==> config.mk <==
export PLATFORM = sky130hd
export DESIGN_NAME = exit_status_monitor
export DESIGN_NICKNAME = d
export VERILOG_FILES = /design/src/rtl/exit_mon_pkg.sv /design/src/rtl/exit_mon_timer.sv /design/src/rtl/exit_status_monitor.sv
export SDC_FILE = /design/constraint.sdc
export NUM_CORES = 1
export LEC_CHECK = 0
export CAP_MARGIN = 30
export CORE_MARGIN = 2
export CORE_UTILIZATION = 56
export DETAILED_ROUTE_END_ITERATION = 16
export HOLD_SLACK_MARGIN = 0.06
export PLACE_DENSITY = 0.8
export SLEW_MARGIN = 20
export SYNTH_ARGS = -nofsm -noshare
export SYNTH_HDL_FRONTEND = slang
export SYNTH_SLANG_ARGS = --single-unit
==> constraint.sdc <==
create_clock -name clk -period 2.63 [get_ports clk]
set_input_delay 0.3945 -clock clk [delete_from_list [all_inputs] [get_ports clk]]
set_output_delay 0.3945 -clock clk [all_outputs]
set_load 0.01 [all_outputs]
==> src/rtl/exit_mon_pkg.sv <==
// Shared FSM state encoding and exit-code constants for the exit-status monitor.
// Also holds the channel-index width helper used by the port lists.
package exit_mon_pkg;

  typedef enum logic [1:0] {
    ST_IDLE    = 2'd0,
    ST_RUN     = 2'd1,
    ST_DONE    = 2'd2,
    ST_TIMEOUT = 2'd3
  } state_e;

  localparam int EXIT_SUCCESS = 0;
  localparam int EXIT_FAIL    = 1;

  function automatic int ch_width(input int n);
    return (n > 1) ? $clog2(n) : 1;
  endfunction

endpackage

==> src/rtl/exit_mon_timer.sv <==
// Saturating run-cycle counter with a budget latched at clear; expire_o flags the last budgeted cycle.
// Counter value is exported only when EXIT_MON_CYCLE_STAMP_EN is defined.
module exit_mon_timer #(
  parameter int TMO_W = 32
) (
  input  logic             clk,
  input  logic             rst_n,
  input  logic             clear_i,
  input  logic             en_i,
  input  logic [TMO_W-1:0] budget_i,
`ifdef EXIT_MON_CYCLE_STAMP_EN
  output logic [TMO_W-1:0] cnt_o,
`endif
  output logic             expire_o
);

  logic [TMO_W-1:0] cnt_q, cnt_d;
  logic [TMO_W-1:0] budget_q, budget_d;

  always_comb begin
    cnt_d    = cnt_q;
    budget_d = budget_q;
    if (clear_i) begin
      cnt_d    = '0;
      budget_d = budget_i;
    end else if (en_i && (cnt_q != '1)) begin
      cnt_d = cnt_q + TMO_W'(1);
    end
  end

  always_ff @(posedge clk) begin
    if (!rst_n) begin
      cnt_q    <= '0;
      budget_q <= '0;
    end else begin
      cnt_q    <= cnt_d;
      budget_q <= budget_d;
    end
  end

`ifdef EXIT_MON_CYCLE_STAMP_EN
  assign cnt_o = cnt_q;
`endif
  // A zero budget never expires, so the timeout is disabled.
  assign expire_o = en_i && (budget_q != '0) && (cnt_q == budget_q - TMO_W'(1));

endmodule

==> src/rtl/exit_status_monitor.sv <==
// Collects one exit code per channel, reports done/pass/timeout; status is registered (1-cycle after the write).
// wr_ready_o is high only in RUN; EXIT_MON_CYCLE_STAMP_EN adds per-channel cycle stamps on rd_stamp_o.
module exit_status_monitor
  import exit_mon_pkg::*;
#(
  parameter int N_CH   = 4,
  parameter int CODE_W = 32,
  parameter int TMO_W  = 32
) (
  input  logic                      clk,
  input  logic                      rst_n,
  input  logic                      start_i,
  input  logic [TMO_W-1:0]          timeout_cyc_i,
  input  logic                      wr_valid_i,
  output logic                      wr_ready_o,
  input  logic [ch_width(N_CH)-1:0] wr_ch_i,
  input  logic [CODE_W-1:0]         wr_code_i,
  output logic                      done_o,
  output logic                      pass_o,
  output logic                      timeout_o,
  output logic [N_CH-1:0]           done_mask_o,
  output logic [N_CH-1:0]           fail_mask_o,
  input  logic [ch_width(N_CH)-1:0] rd_ch_i,
`ifdef EXIT_MON_CYCLE_STAMP_EN
  output logic [TMO_W-1:0]          rd_stamp_o,
`endif
  output logic [CODE_W-1:0]         rd_code_o
);

  localparam int CH_W = ch_width(N_CH);

  state_e            state_q, state_d;
  logic [N_CH-1:0]   done_mask_q, done_mask_d;
  logic [N_CH-1:0]   fail_mask_q, fail_mask_d;
  logic [CODE_W-1:0] code_q [N_CH];
  logic [CODE_W-1:0] code_d [N_CH];
`ifdef EXIT_MON_CYCLE_STAMP_EN
  logic [TMO_W-1:0]  stamp_q [N_CH];
  logic [TMO_W-1:0]  stamp_d [N_CH];
  logic [TMO_W-1:0]  cnt;
`endif
  logic run, wr_fire, expire;

  assign run     = (state_q == ST_RUN);
  // A restart in the same cycle as a write discards the write.
  assign wr_fire = wr_valid_i && run && !start_i;

  exit_mon_timer #(.TMO_W(TMO_W)) u_timer (
    .clk      (clk),
    .rst_n    (rst_n),
    .clear_i  (start_i),
    .en_i     (run && !start_i),
    .budget_i (timeout_cyc_i),
`ifdef EXIT_MON_CYCLE_STAMP_EN
    .cnt_o    (cnt),
`endif
    .expire_o (expire)
  );

  always_comb begin
    state_d     = state_q;
    done_mask_d = done_mask_q;
    fail_mask_d = fail_mask_q;
    code_d      = code_q;
`ifdef EXIT_MON_CYCLE_STAMP_EN
    stamp_d     = stamp_q;
`endif
    if (start_i) begin
      state_d     = ST_RUN;
      done_mask_d = '0;
      fail_mask_d = '0;
      for (int i = 0; i < N_CH; i++) begin
        code_d[i] = '0;
`ifdef EXIT_MON_CYCLE_STAMP_EN
        stamp_d[i] = '0;
`endif
      end
    end else if (run) begin
      // Out-of-range channels match no slot and are silently dropped; first code wins.
      for (int i = 0; i < N_CH; i++) begin
        if (wr_fire && (wr_ch_i == CH_W'(i)) && !done_mask_q[i]) begin
          done_mask_d[i] = 1'b1;
          fail_mask_d[i] = (wr_code_i == CODE_W'(EXIT_SUCCESS)) ? 1'b0 : 1'(EXIT_FAIL);
          code_d[i]      = wr_code_i;
`ifdef EXIT_MON_CYCLE_STAMP_EN
          stamp_d[i]     = cnt;
`endif
        end
      end
      if (&done_mask_d) begin
        state_d = ST_DONE;
      end else if (expire) begin
        state_d = ST_TIMEOUT;
      end
    end
  end

  always_ff @(posedge clk) begin
    if (!rst_n) begin
      state_q     <= ST_IDLE;
      done_mask_q <= '0;
      fail_mask_q <= '0;
      for (int i = 0; i < N_CH; i++) begin
        code_q[i] <= '0;
`ifdef EXIT_MON_CYCLE_STAMP_EN
        stamp_q[i] <= '0;
`endif
      end
    end else begin
      state_q     <= state_d;
      done_mask_q <= done_mask_d;
      fail_mask_q <= fail_mask_d;
      code_q      <= code_d;
`ifdef EXIT_MON_CYCLE_STAMP_EN
      stamp_q     <= stamp_d;
`endif
    end
  end

  always_comb begin
    rd_code_o = '0;
`ifdef EXIT_MON_CYCLE_STAMP_EN
    rd_stamp_o = '0;
`endif
    for (int i = 0; i < N_CH; i++) begin
      if (rd_ch_i == CH_W'(i)) begin
        rd_code_o = code_q[i];
`ifdef EXIT_MON_CYCLE_STAMP_EN
        rd_stamp_o = stamp_q[i];
`endif
      end
    end
  end

  assign wr_ready_o  = run;
  assign done_o      = (state_q == ST_DONE);
  assign timeout_o   = (state_q == ST_TIMEOUT);
  assign pass_o      = done_o && (fail_mask_q == '0);
  assign done_mask_o = done_mask_q;
  assign fail_mask_o = fail_mask_q;

endmodule
==> results.md, run 1 <==
* Outcome: completed
* Most frequent cells after synthesis: nand2_1 (286), dfxtp_1 (202), a21oi_1 (140)
* Tmin final at 2500 ps
* Floorplan row count at 47
* Total negative slack at 0 ps
* Synthesis-to-finish area growth at 22.5%
* I/O pin count at 116
* Setup-failing EPs final at 0
* H-Tree Level Count at 1
* Drt total wl at 24300 um
* Final Non-Filler Cells at 1435
* Reg2Reg Depth at 8
* Hold-critical path depth at 2
* Overall Power at 6.72 mW
* Initial core utilization at 0.569
* Root Driver: clkbuf_16
* Dominant synthesized flop cell: dfxtp_1
* Share of Yosys cell area claimed by the top area cell type at 0.430
* Num CTS Buffers at 22
* Final instance area at 11500 um^2
* Setup Skew at 14.1 ps
* Detail Placement HPWL at 16200 um
* Max Fanout on Critical Path at 3
* Inst Count DP at 1399
* Seq cells post-synth at 202
* Initial antenna violation count at 0
* Drt first pass iters at 5
* Reg-to-Reg Start: u_timer.cnt_q[14]$_SDFFE_PP0P_
* Hold Buf Count CTS at 0
* Area leader, netlist: dfxtp_1
* Die W at 134 um
* Number of flops mapped to enable cells by yosys at 0
* Max_slew headroom at 0.499
* Sequential share of the synthesized area at 0.430
* CP endpoint kind: output port
* Final-report max-slew violation count at 0
* Overall via count from detail_route at 8265
* Most numerous cell in the Yosys netlist: nand2_1
* Synth area leaders: dfxtp_1 (43%), nand2_1 (11%), mux4_2 (7.7%), a21oi_1 (7.5%), mux2i_1 (3.7%)
* Yosys warnings at 0
* Worst min path class: primary input to flip-flop
* Pleak at 3.86 nW
* Max VDD drop at 0.545 mV
* RSZ-0062 raised after global routing: no
* Crit path from: fail_mask_o[3]$_SDFFE_PP0P_
* Clock Sinks at 202
* # fillers at 1270
* Antenna viol nets, final at 0
* Min-Delay Startpoint: start_i
* GRT Overall Usage at 0.270
* Vias in the first global route at 7939
* Synth Instances at 1104
* Inserted Diodes at 0
* Arr. time, crit path at 2110 ps
* DRC at 0
* Worst-Skew Late Latency at 510 ps
* CTS tree: done
* DIE AREA at 17800 um^2
* GPL Wtd Cong at 0.907
* 1st-iter DRT viols at 665
* Total congestion overflow at 0
* Critical path type: flip-flop to output port
* Die H at 134 um
* Vias per cell at 5.76
* Largest net degree at the start of global routing at 170
* Max cap viols at 0
* Post-synth ARST share at 0
* Final Hold Fails at 0
* Post-synth net total at 1178
* Number of port buffers at 115
* Core area at 16500 um^2
* Max Freq at 399 MHz
* Clock tree buffer depth at 3
* Clk slew on worst S/H paths at 60 ps
* PwrDens at 584 nW/um^2
* Final Cycle Share at 0.952
* Slew @ Worst Pin at 752 ps
* CP Launch Type: flip-flop
* CP Data Required Time at 2240 ps
* Fin nets at 1277
* Area post-placement at 10800 um^2
* WL per Instance at 17.0 um
* Distinct cells, synth at 58
* Final Util at 0.697
* Layout cells sized above 1 at 0.101
* Wire length of the first global-routing pass at 39400 um
* Syn avg cell area at 8.52 um^2
* Post-Syn Area at 9400 um^2
==> state kept, by name (all words and copies together), names as in the netlist <==
| name | cells |
|---|---|
| code_q | 128 |
| u_timer.budget_q | 32 |
| u_timer.cnt_q | 32 |
| done_mask_o | 4 |
| fail_mask_o | 4 |
| state_q | 2 |
==> power breakdown <==
group,total (mW),internal [mW],switching [mW]
clock,2.97,1.74,1.23
sequential,3.15,3.10,0.0494
combinational,0.606,0.290,0.316
total,6.72,5.13,1.59
==> what timing repair did <==
| action | in CTS | in global routing |
|---|---|---|
| resized for setup | 0 | 4 |
| endpoints found under the setup margin | 0 | 2 |
| hold endpoints to repair | 0 | 0 |
| setup buffers | 0 | 0 |
==> logic make-up (layout without fill, tap and decap cells) <==
family / after synthesis / count (layout) / synth area share
adder cells (fa/ha/maj): 2 / 2 / 0.00266
XOR/XNOR: 70 / 70 / 0.0652
flip-flops: 202 / 202 / 0.430
AND/OR/NAND/NOR: 502 / 502 / 0.247
buffers and inverters: 84 / 195 / 0.0366
AO/OA/AOI/OAI: 175 / 175 / 0.102
multiplexers: 69 / 69 / 0.116
==> through the flow <==
stage	hold slack, ps	setup slack, ps
2_1_floorplan	433	335
3_3_place_gp	439	26.3
3_5_place_dp	443	0.288
4_1_cts	323	11.8
5_1_grt	344	10.3
6_report	342	126
==> worst max-delay path, stage by stage, from the launching register on <==
cell             delay [ps]
dfxtp_1                 330
or4_4                   570
nor3_1                  140
clkdlybuf4s50_1         560
==> path summary, 6_finish.rpt <==
path | to | slack, ps
worst max register to register | u_timer.cnt_q[25]$_SDFFE_PP0P_ | 210
worst max-delay path | pass_o | 130
worst min register to register | code_q[66]$_SDFFE_PP0P_ | 450
worst min-delay path | state_q[0]$_SDFFE_PN0P_ | 340
==> per-layer routing <==
metal / part of all wire / global-route usage / up-vias
met3: 0.069 / 0.0403 / 53
li1: - / - / 3970
met1: 0.42 / 0.352 / 3941
met5: 0 / 0 / -
met4: 0.024 / 0.0875 / 0
met2: 0.48 / 0.463 / 301
==> layout by cell type, fill, tap and decap left out, types with 5 or more instances in the layout <==
cell	count
a21oi_1	140
mux2i_1	35
nor3_1	8
or3_1	9
nor4_1	17
clkbuf_16	22
and3_1	8
clkdlybuf4s50_1	112
nor2b_1	34
o22ai_1	5
xor2_1	31
nand4_1	13
mux4_2	32
dfxtp_1	202
o21ai_0	8
nand3_1	19
inv_1	13
nor2_1	65
nand2_1	286
buf_4	27
xnor2_1	39
==> layout make-up <==
class / instances / area, um^2 / area share
Clock buffer: 28 / 613 / 0.0532
Timing Repair Buffer: 145 / 1400 / 0.121
Clock inverter: 8 / 82.6 / 0.00717
Multi-Input combinational cell: 818 / 5050 / 0.439
Tap cell: 220 / 275 / 0.0239
Inverter: 14 / 52.6 / 0.00456
Sequential cell: 202 / 4040 / 0.351
(Power assumes the default switching activity.)
==> inputs of run 2 (changes only) <==
CORE_UTILIZATION = 53   (was 56)
PLACE_DENSITY = 0.77   (was 0.8)
clock period = 3.13 ns   (was 2.63 ns; I/O delays follow)
==> run 2 against run 1 <==
Compared with the run above:
- routed wire length shrank 2.7%
- sequential share of layout area is 0.13 points higher
- hold slack worse by 0.74 ps
- utilization shrank 3.4 points
- global-route usage decreased by 1.9 points
==> results.md, run 2 (synthesized netlist as in run 1, its figures left out) <==
* Outcome: completed (unchanged)
* Initial antenna violation count at 1 (was 0)
* Layout cells sized above 1 at 0.0896 (was 0.101)
* Die W at 137 um (was 134 um)
* End of the critical path: state_q[1]$_SDFFE_PP0P_ (was pass_o)
* Max VDD drop at 0.418 mV (was 0.545 mV)
* Commonest non-fill, non-tap cell in the layout: nand2_1 (unchanged)
* Final-report max-slew violation count at 0 (unchanged)
* Area post-placement at 10700 um^2 (was 10800 um^2)
* Post-CTS sizing at 0 (unchanged)
* CTS tree: done (unchanged)
* Largest registers: code_q: 128 flops, u_timer.budget_q: 32 flops, u_timer.cnt_q: 32 flops (unchanged)
* DIE AREA at 18800 um^2 (was 17800 um^2)
* Tmin final at 2740 ps
* Final Hold Fails at 0 (unchanged)
* Root Driver: clkbuf_16 (unchanged)
* Inst Count DP at 1392 (was 1399)
* Reg2Reg Setup Slack at 390 ps (was 210 ps)
* Drt total wl at 23700 um (was 24300 um)
* I/O pin count at 116 (unchanged)
* DRC at 0 (unchanged)
* Slack of the critical path at 391 ps (was 126 ps)
* Worst-Skew Late Latency at 510 ps (about the same)
* Total negative slack at 0 ps (unchanged)
* Clk slew on worst S/H paths at 70 ps (was 60 ps)
* Synthesis-to-finish area growth at 22.1% (was 22.5%)
* DP Worst Slack at 430 ps (was 0.288 ps)
* Die H at 137 um (was 134 um)
* Overall via count from detail_route at 8123 (was 8265)
* Clock tree buffer depth at 3 (unchanged)
* Num CTS Buffers at 22 (unchanged)
* 1st-iter DRT viols at 569 (was 665)
* GRT Overall Usage at 0.251 (was 0.270)
* Reg-to-Reg Start: u_timer.budget_q[0]$_SDFFE_PN0P_ (was u_timer.cnt_q[14]$_SDFFE_PP0P_)
* CP Data Required Time at 3580 ps (was 2240 ps)
* Reg2Reg Depth at 9 (was 8)
* Total congestion overflow at 0 (unchanged)
* Max cap viols at 0 (unchanged)
* Largest net degree at the start of global routing at 170 (unchanged)
* Most frequent cells in the layout: nand2_1 (286), dfxtp_1 (202), a21oi_1 (140) (unchanged)
* Antenna viol nets, final at 0 (unchanged)
* GPL Wtd Cong at 0.867 (was 0.907)
* Detail Placement HPWL at 15600 um (was 16200 um)
* CP Launch Type: flip-flop (unchanged)
* Clock Sinks at 202 (unchanged)
* Max FFs per register at 128 (unchanged)
* Crit path from: u_timer.budget_q[0]$_SDFFE_PN0P_ (was fail_mask_o[3]$_SDFFE_PP0P_)
* Final instance area at 11500 um^2 (about the same)
* Most flops, register: code_q (unchanged)
* Initial core utilization at 0.544 (was 0.569)
* Worst r2r dst: state_q[1]$_SDFFE_PP0P_ (was u_timer.cnt_q[25]$_SDFFE_PP0P_)
* Drt first pass iters at 5 (unchanged)
* Setup Skew at 10.6 ps (was 14.1 ps)
* Vias in the first global route at 7650 (was 7939)
* CP endpoint kind: flip-flop (was output port)
* Worst min path class: primary input to flip-flop (unchanged)
* Fin nets at 1265 (was 1277)
* Setup-failing EPs final at 0 (unchanged)
* PwrDens at 509 nW/um^2 (was 584 nW/um^2)
* Setup bufs post-CTS at 0 (unchanged)
* Vias per cell at 5.67 (was 5.76)
* Critical path type: flip-flop to flip-flop (was flip-flop to output port)
* Floorplan row count at 48 (was 47)
* Core area at 17300 um^2 (was 16500 um^2)
* Number of port buffers at 115 (unchanged)
* Wire length of the first global-routing pass at 38100 um (was 39400 um)
* Max Freq at 365 MHz
* Arr. time, crit path at 3190 ps (was 2110 ps)
* RSZ-0062 raised after global routing: no (unchanged)
* Max_slew headroom at 0.468 (was 0.499)
* Final Cycle Share at 0.875
* Pleak at 3.83 nW (was 3.86 nW)
* Final Non-Filler Cells at 1432 (was 1435)
* H-Tree Level Count at 1 (unchanged)
* Max Fanout on Critical Path at 8 (was 3)
* Slew @ Worst Pin at 798 ps (was 752 ps)
* WL per Instance at 16.5 um (was 17.0 um)
* Hold Buf Count CTS at 0 (unchanged)
-- run 2: cell count changes in the layout (fill, tap and decap cells not counted), sizes merged --
cell and delta:
buf -12, diode +1, clkbuf +2, bufinv +2
clkinvlp -1
-- run 2: where the power goes --
group	switching, mW	internal [mW]	leakage [nW]
sequential	0.0417	2.60	1.63
combinational	0.258	0.235	1.82
clock	1.07	1.64	0.374
total	1.37	4.48	3.83
-- run 2: worst max-delay path, cell delays in order, from the launching register on --
cell and delay, ps:
dfxtp_1 350, inv_1 70, ha_1 300, nor4b_2 310
nand3_1 320, or4_1 510, o31ai_1 280, nand2_1 80
nor4_1 280, a31o_1 170
-- run 2: cell type report --
type | instances | area [um^2]
inverter | 14 | 52.6
fill | 1426 | 5820
multi-input combinational | 818 | 5030
clock buffer | 30 | 621
clock inverter | 9 | 135
tap | 225 | 282
timing repair buffer | 133 | 1310
sequential | 202 | 4040
antenna | 1 | 2.50
-- run 2: how the worst min path moves through the flow --
stage | from | cells after the start | endpoint | slack (ps)
floorplan | code_q[55]$_SDFFE_PP0P_ | 2 | code_q[55]$_SDFFE_PP0P_ | 430
global placement | code_q[54]$_SDFFE_PP0P_ | 2 | code_q[54]$_SDFFE_PP0P_ | 440
detailed placement | code_q[62]$_SDFFE_PP0P_ | 2 | code_q[62]$_SDFFE_PP0P_ | 450
CTS | start_i | 2 | state_q[0]$_SDFFE_PN0P_ | 340
global route | start_i | 2 | state_q[0]$_SDFFE_PN0P_ | 350
finish | start_i | 2 | state_q[0]$_SDFFE_PN0P_ | 340
-- run 2: metal layers --
layer	GRT usage	share of wire	vias to the layer above
li1	-	-	3943
met1	0.325	0.43	3882
met3	0.0383	0.053	51
met2	0.431	0.49	247
met4	0.0825	0.026	0
met5	0	0	-
-- run 2: stage by stage --
step,power [mW],utilization,hold WS [ps]
2_1_floorplan,2.99,-,433
3_3_place_gp,3.18,0.620,439
3_5_place_dp,3.19,0.620,445
4_1_cts,5.87,0.663,340
5_1_grt,6.04,0.663,352
6_report,5.84,0.663,342
